## config.mk

```make
export PLATFORM = sky130hd
export DESIGN_NAME = muldiv_issue_ctrl_flat
export DESIGN_NICKNAME = d
export VERILOG_FILES = /design/src/rtl/muldiv_issue_ctrl_if.sv /design/src/rtl/muldiv_issue_ctrl.sv /design/src/flat_wrapper.sv
export SDC_FILE = /design/constraint.sdc
export NUM_CORES = 1
export LEC_CHECK = 0
export ABC_AREA = 1
export ABC_CLOCK_PERIOD_IN_PS = 3300
export BUFFER_PORTS_ARGS = -buffer_cell sky130_fd_sc_hd__buf_2
export CAP_MARGIN = 30
export CORE_AREA = 4 4 120 99
export CTS_BUF_LIST = sky130_fd_sc_hd__clkbuf_8
export DETAILED_ROUTE_END_ITERATION = 6
export DIE_AREA = 0 0 124 103
export PLACE_DENSITY = 0.74
export SLEW_MARGIN = 20
export SYNTH_ARGS = -nofsm -noshare
export SYNTH_HDL_FRONTEND = slang
export SYNTH_SLANG_ARGS = --single-unit
```

## constraint.sdc

```tcl
create_clock -name clk -period 3.3 [get_ports clk]
set_input_delay 0.825 -clock clk [delete_from_list [all_inputs] [get_ports clk]]
set_output_delay 0.825 -clock clk [all_outputs]
set_load 0.05 [all_outputs]
```

## src/rtl/muldiv_issue_ctrl_if.sv

```systemverilog
// -----------------------------------------------------------------------------
// muldiv_issue_ctrl_if
// Bundles the execute-stage handshake and the functional-unit handshakes that
// muldiv_issue_ctrl talks over.
//   slave  : the issue controller (samples instruction/unit inputs, drives
//            in_ready, start pulses, stall and the result bus)
//   master : the surrounding pipeline and functional units
// Signals:
//   in_valid/in_ready            instruction handshake
//   f7, f3, rs1_val, rs2_val     decoded fields and operands
//   alu_result                   combinational ALU output
//   md_start/md_done/md_result   iterative mul/div unit handshake
//   cx_start/cx_done/cx_result   custom-op unit handshake
//   stall                        pipeline hold
//   out_valid/out_result/out_err result pulse, registered result, error flag
// -----------------------------------------------------------------------------
interface muldiv_issue_ctrl_if #(
    parameter int XLEN = 32
);
    logic            in_valid;
    logic            in_ready;
    logic [6:0]      f7;
    logic [2:0]      f3;
    logic [XLEN-1:0] rs1_val;
    logic [XLEN-1:0] rs2_val;
    logic [XLEN-1:0] alu_result;
    logic            md_start;
    logic            md_done;
    logic [XLEN-1:0] md_result;
    logic            cx_start;
    logic            cx_done;
    logic [XLEN-1:0] cx_result;
    logic            stall;
    logic            out_valid;
    logic [XLEN-1:0] out_result;
    logic            out_err;

    modport slave (
        input  in_valid, f7, f3, rs1_val, rs2_val, alu_result,
        input  md_done, md_result, cx_done, cx_result,
        output in_ready, md_start, cx_start, stall,
        output out_valid, out_result, out_err
    );

    modport master (
        output in_valid, f7, f3, rs1_val, rs2_val, alu_result,
        output md_done, md_result, cx_done, cx_result,
        input  in_ready, md_start, cx_start, stall,
        input  out_valid, out_result, out_err
    );
endinterface

```

## src/rtl/muldiv_issue_ctrl.sv

```systemverilog
// -----------------------------------------------------------------------------
// muldiv_issue_ctrl
// Execute-stage issue controller. Routes each accepted instruction to the ALU
// (single cycle), the iterative mul/div unit or the custom-op unit, sequences
// the start/done handshake, resolves divide-by-zero and signed-overflow
// without launching the divider, and flags illegal funct7 and unit timeouts.
// Ports:
//   clk  : clock, rising edge
//   rst  : asynchronous active-high reset
//   bus  : muldiv_issue_ctrl_if.slave (instruction in, unit handshakes,
//          stall, result out)
// Parameters:
//   XLEN    : operand/result width
//   TIMEOUT : cycles to wait for a unit done before flagging an error (>=2)
// -----------------------------------------------------------------------------
module muldiv_issue_ctrl #(
    parameter int XLEN    = 32,
    parameter int TIMEOUT = 64
) (
    input  logic                 clk,
    input  logic                 rst,
    muldiv_issue_ctrl_if.slave   bus
);
    localparam int CNT_W = (TIMEOUT > 2) ? $clog2(TIMEOUT) : 1;
    localparam logic [CNT_W-1:0] CNT_LAST = CNT_W'(TIMEOUT - 1);
    localparam logic [XLEN-1:0]  SIGNED_MIN = {1'b1, {(XLEN-1){1'b0}}};

    typedef enum logic [1:0] {
        IDLE    = 2'd0,
        WAIT_MD = 2'd1,
        WAIT_CX = 2'd2,
        DONE    = 2'd3
    } state_t;

    state_t           state_q, state_d;
    logic [CNT_W-1:0] cnt_q, cnt_d;
    logic [XLEN-1:0]  res_q, res_d;
    logic             err_q, err_d;

    // Handshake of whichever unit the current wait state is talking to.
    logic             unit_done;
    logic [XLEN-1:0]  unit_result;

    assign unit_done   = (state_q == WAIT_MD) ? bus.md_done   : bus.cx_done;
    assign unit_result = (state_q == WAIT_MD) ? bus.md_result : bus.cx_result;

    always_comb begin
        // NOTE: every output of this block gets a default first, so no path
        // leaves a variable unassigned and no latch is inferred.
        state_d = state_q;
        cnt_d   = cnt_q;
        res_d   = res_q;
        err_d   = err_q;

        unique case (state_q)
            IDLE: begin
                cnt_d = '0;
                if (bus.in_valid) begin
                    case (bus.f7)
                        7'h00, 7'h20: begin
                            state_d = DONE;
                            res_d   = bus.alu_result;
                            err_d   = 1'b0;
                        end
                        7'h01: begin
                            if (!bus.f3[2]) begin
                                state_d = WAIT_MD;
                            end else if (bus.rs2_val == '0) begin
                                // Divide by zero: quotient all ones, remainder rs1.
                                state_d = DONE;
                                res_d   = bus.f3[1] ? bus.rs1_val : '1;
                                err_d   = 1'b0;
                            end else if (!bus.f3[0] && bus.rs1_val == SIGNED_MIN
                                         && bus.rs2_val == '1) begin
                                // Signed overflow: quotient rs1, remainder 0.
                                state_d = DONE;
                                res_d   = bus.f3[1] ? '0 : bus.rs1_val;
                                err_d   = 1'b0;
                            end else begin
                                state_d = WAIT_MD;
                            end
                        end
                        7'h02, 7'h03: state_d = WAIT_CX;
                        default: begin
                            state_d = DONE;
                            res_d   = '0;
                            err_d   = 1'b1;
                        end
                    endcase
                end
            end
            WAIT_MD, WAIT_CX: begin
                cnt_d = cnt_q + 1'b1;
                // done is ignored in the start cycle (cnt_q == 0); it takes
                // priority over a timeout landing in the same cycle.
                if (cnt_q != '0 && unit_done) begin
                    state_d = DONE;
                    res_d   = unit_result;
                    err_d   = 1'b0;
                    cnt_d   = '0;
                end else if (cnt_q == CNT_LAST) begin
                    state_d = DONE;
                    res_d   = '0;
                    err_d   = 1'b1;
                    cnt_d   = '0;
                end
            end
            DONE: begin
                state_d = IDLE;
                cnt_d   = '0;
            end
            default: state_d = IDLE;
        endcase
    end

    // NOTE: sequential state uses non-blocking assignments so every register
    // samples the pre-edge value of the others, independent of statement order.
    always_ff @(posedge clk or posedge rst) begin
        if (rst) begin
            state_q <= IDLE;
            cnt_q   <= '0;
            res_q   <= '0;
            err_q   <= 1'b0;
        end else begin
            state_q <= state_d;
            cnt_q   <= cnt_d;
            res_q   <= res_d;
            err_q   <= err_d;
        end
    end

    // All outputs decode registered state only: no input-to-output path.
    assign bus.in_ready   = (state_q == IDLE);
    assign bus.stall      = (state_q != IDLE);
    assign bus.md_start   = (state_q == WAIT_MD) && (cnt_q == '0);
    assign bus.cx_start   = (state_q == WAIT_CX) && (cnt_q == '0);
    assign bus.out_valid  = (state_q == DONE);
    assign bus.out_result = res_q;
    assign bus.out_err    = err_q;

endmodule
```

## src/flat_wrapper.sv

```systemverilog
// flat-port wrapper written by rule: the top's interface ports become plain ports
module muldiv_issue_ctrl_flat 
#(
    parameter int XLEN    = 32,
    parameter int TIMEOUT = 64
)
  (clk, rst, bus_in_valid, bus_f7, bus_f3, bus_rs1_val, bus_rs2_val, bus_alu_result, bus_md_done, bus_md_result, bus_cx_done, bus_cx_result, bus_in_ready, bus_md_start, bus_cx_start, bus_stall, bus_out_valid, bus_out_result, bus_out_err);
  muldiv_issue_ctrl_if #(.XLEN(XLEN)) bus_i ();
  input  logic clk;
  input  logic rst;
  input wire logic [$bits(bus_i.in_valid)-1:0] bus_in_valid;
  input wire logic [$bits(bus_i.f7)-1:0] bus_f7;
  input wire logic [$bits(bus_i.f3)-1:0] bus_f3;
  input wire logic [$bits(bus_i.rs1_val)-1:0] bus_rs1_val;
  input wire logic [$bits(bus_i.rs2_val)-1:0] bus_rs2_val;
  input wire logic [$bits(bus_i.alu_result)-1:0] bus_alu_result;
  input wire logic [$bits(bus_i.md_done)-1:0] bus_md_done;
  input wire logic [$bits(bus_i.md_result)-1:0] bus_md_result;
  input wire logic [$bits(bus_i.cx_done)-1:0] bus_cx_done;
  input wire logic [$bits(bus_i.cx_result)-1:0] bus_cx_result;
  output wire logic [$bits(bus_i.in_ready)-1:0] bus_in_ready;
  output wire logic [$bits(bus_i.md_start)-1:0] bus_md_start;
  output wire logic [$bits(bus_i.cx_start)-1:0] bus_cx_start;
  output wire logic [$bits(bus_i.stall)-1:0] bus_stall;
  output wire logic [$bits(bus_i.out_valid)-1:0] bus_out_valid;
  output wire logic [$bits(bus_i.out_result)-1:0] bus_out_result;
  output wire logic [$bits(bus_i.out_err)-1:0] bus_out_err;
  assign bus_i.in_valid = bus_in_valid;
  assign bus_i.f7 = bus_f7;
  assign bus_i.f3 = bus_f3;
  assign bus_i.rs1_val = bus_rs1_val;
  assign bus_i.rs2_val = bus_rs2_val;
  assign bus_i.alu_result = bus_alu_result;
  assign bus_i.md_done = bus_md_done;
  assign bus_i.md_result = bus_md_result;
  assign bus_i.cx_done = bus_cx_done;
  assign bus_i.cx_result = bus_cx_result;
  assign bus_in_ready = bus_i.in_ready;
  assign bus_md_start = bus_i.md_start;
  assign bus_cx_start = bus_i.cx_start;
  assign bus_stall = bus_i.stall;
  assign bus_out_valid = bus_i.out_valid;
  assign bus_out_result = bus_i.out_result;
  assign bus_out_err = bus_i.out_err;
  muldiv_issue_ctrl #(.XLEN(XLEN), .TIMEOUT(TIMEOUT)) u_core (.clk(clk), .rst(rst), .bus(bus_i));
endmodule
```

* Yosys cells after proc, flatten, opt, wreduce, memory -nomap -nowiden *
Cells that the tools add are included.

word-level totals
  latch bits = 0
  bits in read-only memories = 0
  logic and storage cells = 70
  bits in registers = 41
  RAM bits = 0
  memories = 0
  input bits = 175

cells by class
  $add $sub $neg = 1
  divide/modulo/power cells = 0
  reductions and logical operators = 19
  muxes and demuxes = 31
  shifts and indexed selects = 0
  $mul = 0
  order comparisons = 0
  equality and inequality tests = 15
  bitwise operators = 0

operators with widths
  operator                                               count
  2-to-1 mux 32 bit                                      9
  case mux 32 bit (3 select lines)                       1
  == test 32 bit, second input constant                  2
  case mux 32 bit (2 select lines)                       1
  zero test 32 bit                                       1
  == test 7 x 2 -> 1 bit, second input constant          2
  2-to-1 mux 2 bit                                       6
  2-to-1 mux 6 bit                                       2
  case mux 6 bit (2 select lines)                        1
  OR reduction 2 bit                                     4
  == test 7 x 1 -> 1 bit, second input constant          1
  == test 7 x 6 -> 1 bit, second input constant          1
  zero test 7 bit                                        1
  2-to-1 mux 1 bit                                       7
  adder 6 x 1 -> 6 bit, second input constant            1
  == test 6 bit, second input constant                   1
  zero test 6 bit                                        1
  case mux 2 bit (3 select lines)                        1
  AND reduction 6 bit                                    1
  nonzero test 6 bit                                     1
  logical AND 1 bit                                      5
  == test 2 bit, second input constant                   2
  inequality test 2 bit, second input constant           2
  inequality test 4 x 2 -> 1 bit, second input constant  1
  other kinds (10)                                       11

* Logic depth before layout (Yosys ltp) *
  word-level depth = 9
  gate-level depth with buffers = 14
  mapped depth without buffers = 13

* Least setup slack after synthesis *
No wires, ideal clock.

  path type = reg2out
  start point = register u_core.state_q[1]
  end point = output bus_md_start
  data required time = 2.475 ns
  cell stages (with the launch flop) = 7
  path slack = 0.892 ns
  arrival time = 1.583 ns
  path through = dfrtp_1 -> inv_1 -> ha_1 -> buf_6 -> inv_4 -> clkbuf_1 -> nor2_1

on the way
  word-level cells in the longest chain between the ends = 2

ends and longest elaborated chain
  item                    line                      text
  start, declared         muldiv_issue_ctrl.sv:35   state_t state_q, state_d;
  start signal, assigned  muldiv_issue_ctrl.sv:125  state_q <= state_d;
  == test 2 x 1 -> 1 bit  muldiv_issue_ctrl.sv:135  assign bus.md_start = (state_q == WAIT_MD) && (cnt_q == '0);
  logical AND 1 bit       muldiv_issue_ctrl.sv:135
  end, declared           flat_wrapper.sv:22        output wire logic [$bits(bus_i.md_start)-1:0] bus_md_start;

No other way between the ends.

* Worst setup path in the final report *
  start point = register u_core.state_q[0]
  end point = register u_core.res_q[21], in the netlist u_core.bus.out_result[21]

on the way
  word-level cells in the longest chain between the ends = 5
  elaborated cells between the ends (all ways) = 16

ends and longest elaborated chain
  item                                                                                      line                                                                       text
  == test 2 x 1 -> 1 bit                                                                    muldiv_issue_ctrl.sv:44, muldiv_issue_ctrl.sv:45, muldiv_issue_ctrl.sv:55
  2-to-1 mux 1 bit                                                                          muldiv_issue_ctrl.sv:44                                                    assign unit_done = (state_q == WAIT_MD) ? bus.md_done : bus.cx_done;
  logical AND 1 bit                                                                         muldiv_issue_ctrl.sv:96                                                    if (cnt_q != '0 && unit_done) begin
  inequality test 3 x 1 -> 1 bit (no line) / 2-to-1 mux 32 bit (equally long branches)      --
  AND reduction 6 bit (no line) / case mux 32 bit (2 select lines) (equally long branches)  --
  end signal, assigned                                                                      muldiv_issue_ctrl.sv:127                                                   res_q <= res_d;
  end, declared                                                                             muldiv_issue_ctrl.sv:37                                                    logic [XLEN-1:0] res_q, res_d;

Several ways; a longest one is shown, not always the timed one.
A chain may end at the register's enable or synchronous reset.

==> summary.md <==
* result of the run: finished clean
* post-DP HPWL: 11800 um
* Setup TNS: 0 ns
* primary flip-flop cell chosen by synthesis mapping: sky130_fd_sc_hd__dfrtp_1
* min setup slack post-route: 0.642 ns
* initial antenna violation count: 0
* number of hold buffers added after cts: 0
* Slew @ Worst Pin: 0.684 ns
* number of nets with antenna violations after routing: 0
* final-report max-slew violation count: 0
* first-pass GRT wire length: 23000 um
* register area: 0.00103 sq mm
* sinks on the clock net: 41
* number of diodes: 0
* kind of critical path: reg2reg
* Final nets: 1056
* count of fill cells added during filler insertion: 1150
* sequential element share of the synthesized area: 25.5%
* RSZ-0062 raised after global routing: no
* routed via count divided by cell count: 4.91
* routed via count: 5013
* footprint of the multi-input gates: 0.00263 sq mm
* cell with the largest stage delay on the worst path: sky130_fd_sc_hd__nor2_8
* final weighted congestion of routability-driven global placement: 0.910
* routed length per placed instance: 14.8 um
* clock-pin slew of the registers on the worst-case setup and hold paths: 0.09 ns
* largest driver fanout on the critical path: 34
* global-route congestion overflow total: 0
* effective utilization at floorplan: 37.6%
* number of ports placed on the die boundary: 213
* largest buffer count on any clock path: 2
* via count of the first global-routing pass: 4674
* worst max-slew margin expressed relative to the limit: 54.1%
* # rows: 34
* instance area after placement: 0.00514 sq mm
* Die Wd: 124 um
* Hold Slack: 0.479 ns
* number of endpoints with negative hold slack in the final report: 0
* top-area cell type share of the netlist area: 27.5%
* pin count of the biggest net entering global routing: 36
* iteration-0 DRC count of the detailed router: 330
* crit share post-route: 80.6%
* arrival time reported for the critical path endpoint: 2.84 ns
* library cell used as clock root buffer: sky130_fd_sc_hd__clkbuf_8
* top cell types by occurrence after synthesis: sky130_fd_sc_hd__nand2_1 (294), sky130_fd_sc_hd__nor2_1 (78), sky130_fd_sc_hd__dfrtp_1 (41), sky130_fd_sc_hd__nand3_1 (41), sky130_fd_sc_hd__inv_1 (37)
* Required @ worst endpoint: 3.48 ns
* average footprint of a synthesized cell: 5.87 sq um
* summed instance area of the synthesized netlist: 0.00402 sq mm
* top post-synthesis cells by area: sky130_fd_sc_hd__nand2_1 (27%), sky130_fd_sc_hd__dfrtp_1 (26%), sky130_fd_sc_hd__nor2_1 (7.3%)
* clock tree skew after final layout: 0.00982 ns
* Fmax: 376 MHz
* total routing usage reported by global routing: 23.0%
* number of buffers added on ports: 212
* FF+latch count, synth: 41
* wire length reported by the detailed router: 15100 um
* Max-Cap Viols: 0
* nets in the synthesized netlist: 866
* worst-case vdd ir drop: 621 uV
* number of enable-type register cells in the synthesized netlist: 0
* Die Area: 0.0128 sq mm
* Post-synth ARST share: 100%
* clock tree from TritonCTS: built
* Lkg Pwr: 3.04 nW
* count of H-tree levels built during CTS: 2
* peak per-stage delay on the critical path: 0.42 ns
* P per Cell Area: 747 mW/mm^2
* Post-CTS Resized: 0
* layout-stage area growth over the synthesis result: 31.3%
* number of setup violations in the final report: 0
* synthesized instance count: 685
* dominant cell type by area after synthesis: sky130_fd_sc_hd__nand2_1
* count of distinct cell types in the synthesized netlist: 30
* fraction of layout instances using a drive strength above 1: 31.5%
* most repeated cell in the gate-level netlist after synthesis: sky130_fd_sc_hd__nand2_1
* cell breakdown of the critical path: inv_1 -> ha_1 -> inv_1 -> a21oi_2 -> o21ai_4 -> o21ai_4 -> nor2_8 -> nand2_4 -> nand2_1 -> nand2_1
* number of buffers inserted during clock tree synthesis: 5
* die extent in y: 103 um
* setup slack at placement: 0.643 ns
* PnR Total Power: 3.94 mW
* drt first pass iters: 5
* path type of the worst min-delay path: reg2reg
* shortest period the worst path allows: 2.66 ns
* type of destination of the critical path: register
* placeable core area: 0.0107 sq mm
* number of setup buffers added after CTS: 0
* number of remaining DRC errors: 0
* clock latency on the worst-skew pair: 0.30 ns
* Critical Path Source Type: register
* number of warnings issued by yosys: 0
* post-route cell area: 0.00528 sq mm
==> cell families after synthesis <==
| logic type | Yosys count | share of synthesized area (%) |
|---|---|---|
| AND/OR/NAND/NOR | 462 | 48.3 |
| AO/OA/AOI/OAI | 95 | 14.7 |
| buffers and inverters | 79 | 9.18 |
| flip-flops | 41 | 25.5 |
| adder cells (fa/ha/maj) | 6 | 1.87 |
| XOR/XNOR | 2 | 0.436 |
==> placed cells by master, fill, tap and decap left out, drive strengths merged <==
cell and instances:
clkbuf 5, o211ai 31, bufinv 2, nand3 42
nor3b 1, clkinv 3, nand4 6, xor2 1
nor2 82, xnor2 1, ha 6, a21oi 27
nor3 4, dfrtp 41, buf 223, or2 31
o21ai 37, inv 37, nand2 296
==> registers in the layout (all words and copies together) (netlist names) <==
signal / cells
u_core.bus.out_err: 1
u_core.bus.out_result: 32
u_core.cnt_q: 6
u_core.state_q: 2
==> final cells by class <==
class                           count  area share [%]
Clock inverter                      3            1.23
Inverter                           39            2.82
Sequential cell                    41            19.4
Multi-Input combinational cell    565            49.7
Tap cell                          144            3.41
Clock buffer                        5            1.30
Timing Repair Buffer              223            22.0
==> worst max-delay path: cells and delay by family (launching register included) <==
family	cells	cell delay (ns)
fa+ha+maj	1	0.38
simple gates	4	0.96
compound gates	3	0.34
buf+inv	2	0.45
flops	1	0.39
==> per-layer routing <==
layer,up-vias,wire length [um],GRT usage (%)
li1,2549,-,-
met1,2245,6410,29.4
met4,0,131,3.20
met3,13,1260,3.84
met2,206,7250,41.8
met5,-,0,0
==> power breakdown <==
part | leakage, nW | internal, mW | switching [mW] | total (mW)
logic | 2.42 | 0.669 | 1.95 | 2.62
clock network | 0.0681 | 0.301 | 0.184 | 0.485
registers | 0.555 | 0.709 | 0.131 | 0.840
==> path summary, 6_finish.rpt <==
| kind | startpoint | end | slack, ns | depth (start not counted) |
|---|---|---|---|---|
| min in group asynchronous | rst | u_core.cnt_q[4] | 0.53 | 2 |
| max in group asynchronous | rst | u_core.bus.out_result[31] | 2.08 | 3 |
| worst min-delay path | u_core.bus.out_result[16] | u_core.bus.out_result[16] | 0.48 | 2 |
| worst max register to register | u_core.state_q[0] | u_core.bus.out_result[21] | 0.64 | 10 |
| worst min register to register | u_core.bus.out_result[16] | u_core.bus.out_result[16] | 0.48 | 2 |
| worst max-delay path | u_core.state_q[0] | u_core.bus.out_result[21] | 0.64 | 10 |
==> through the flow <==
| stage | util (%) | std cells |
|---|---|---|
| CTS | 49.4 | 1020 |
| floorplan | - | 685 |
| global route | 49.4 | 1020 |
| global placement | 47.9 | 1011 |
| detailed placement | 48.2 | 1012 |
| finish | 49.4 | 1020 |
Power figures use the tool's default switching activity.
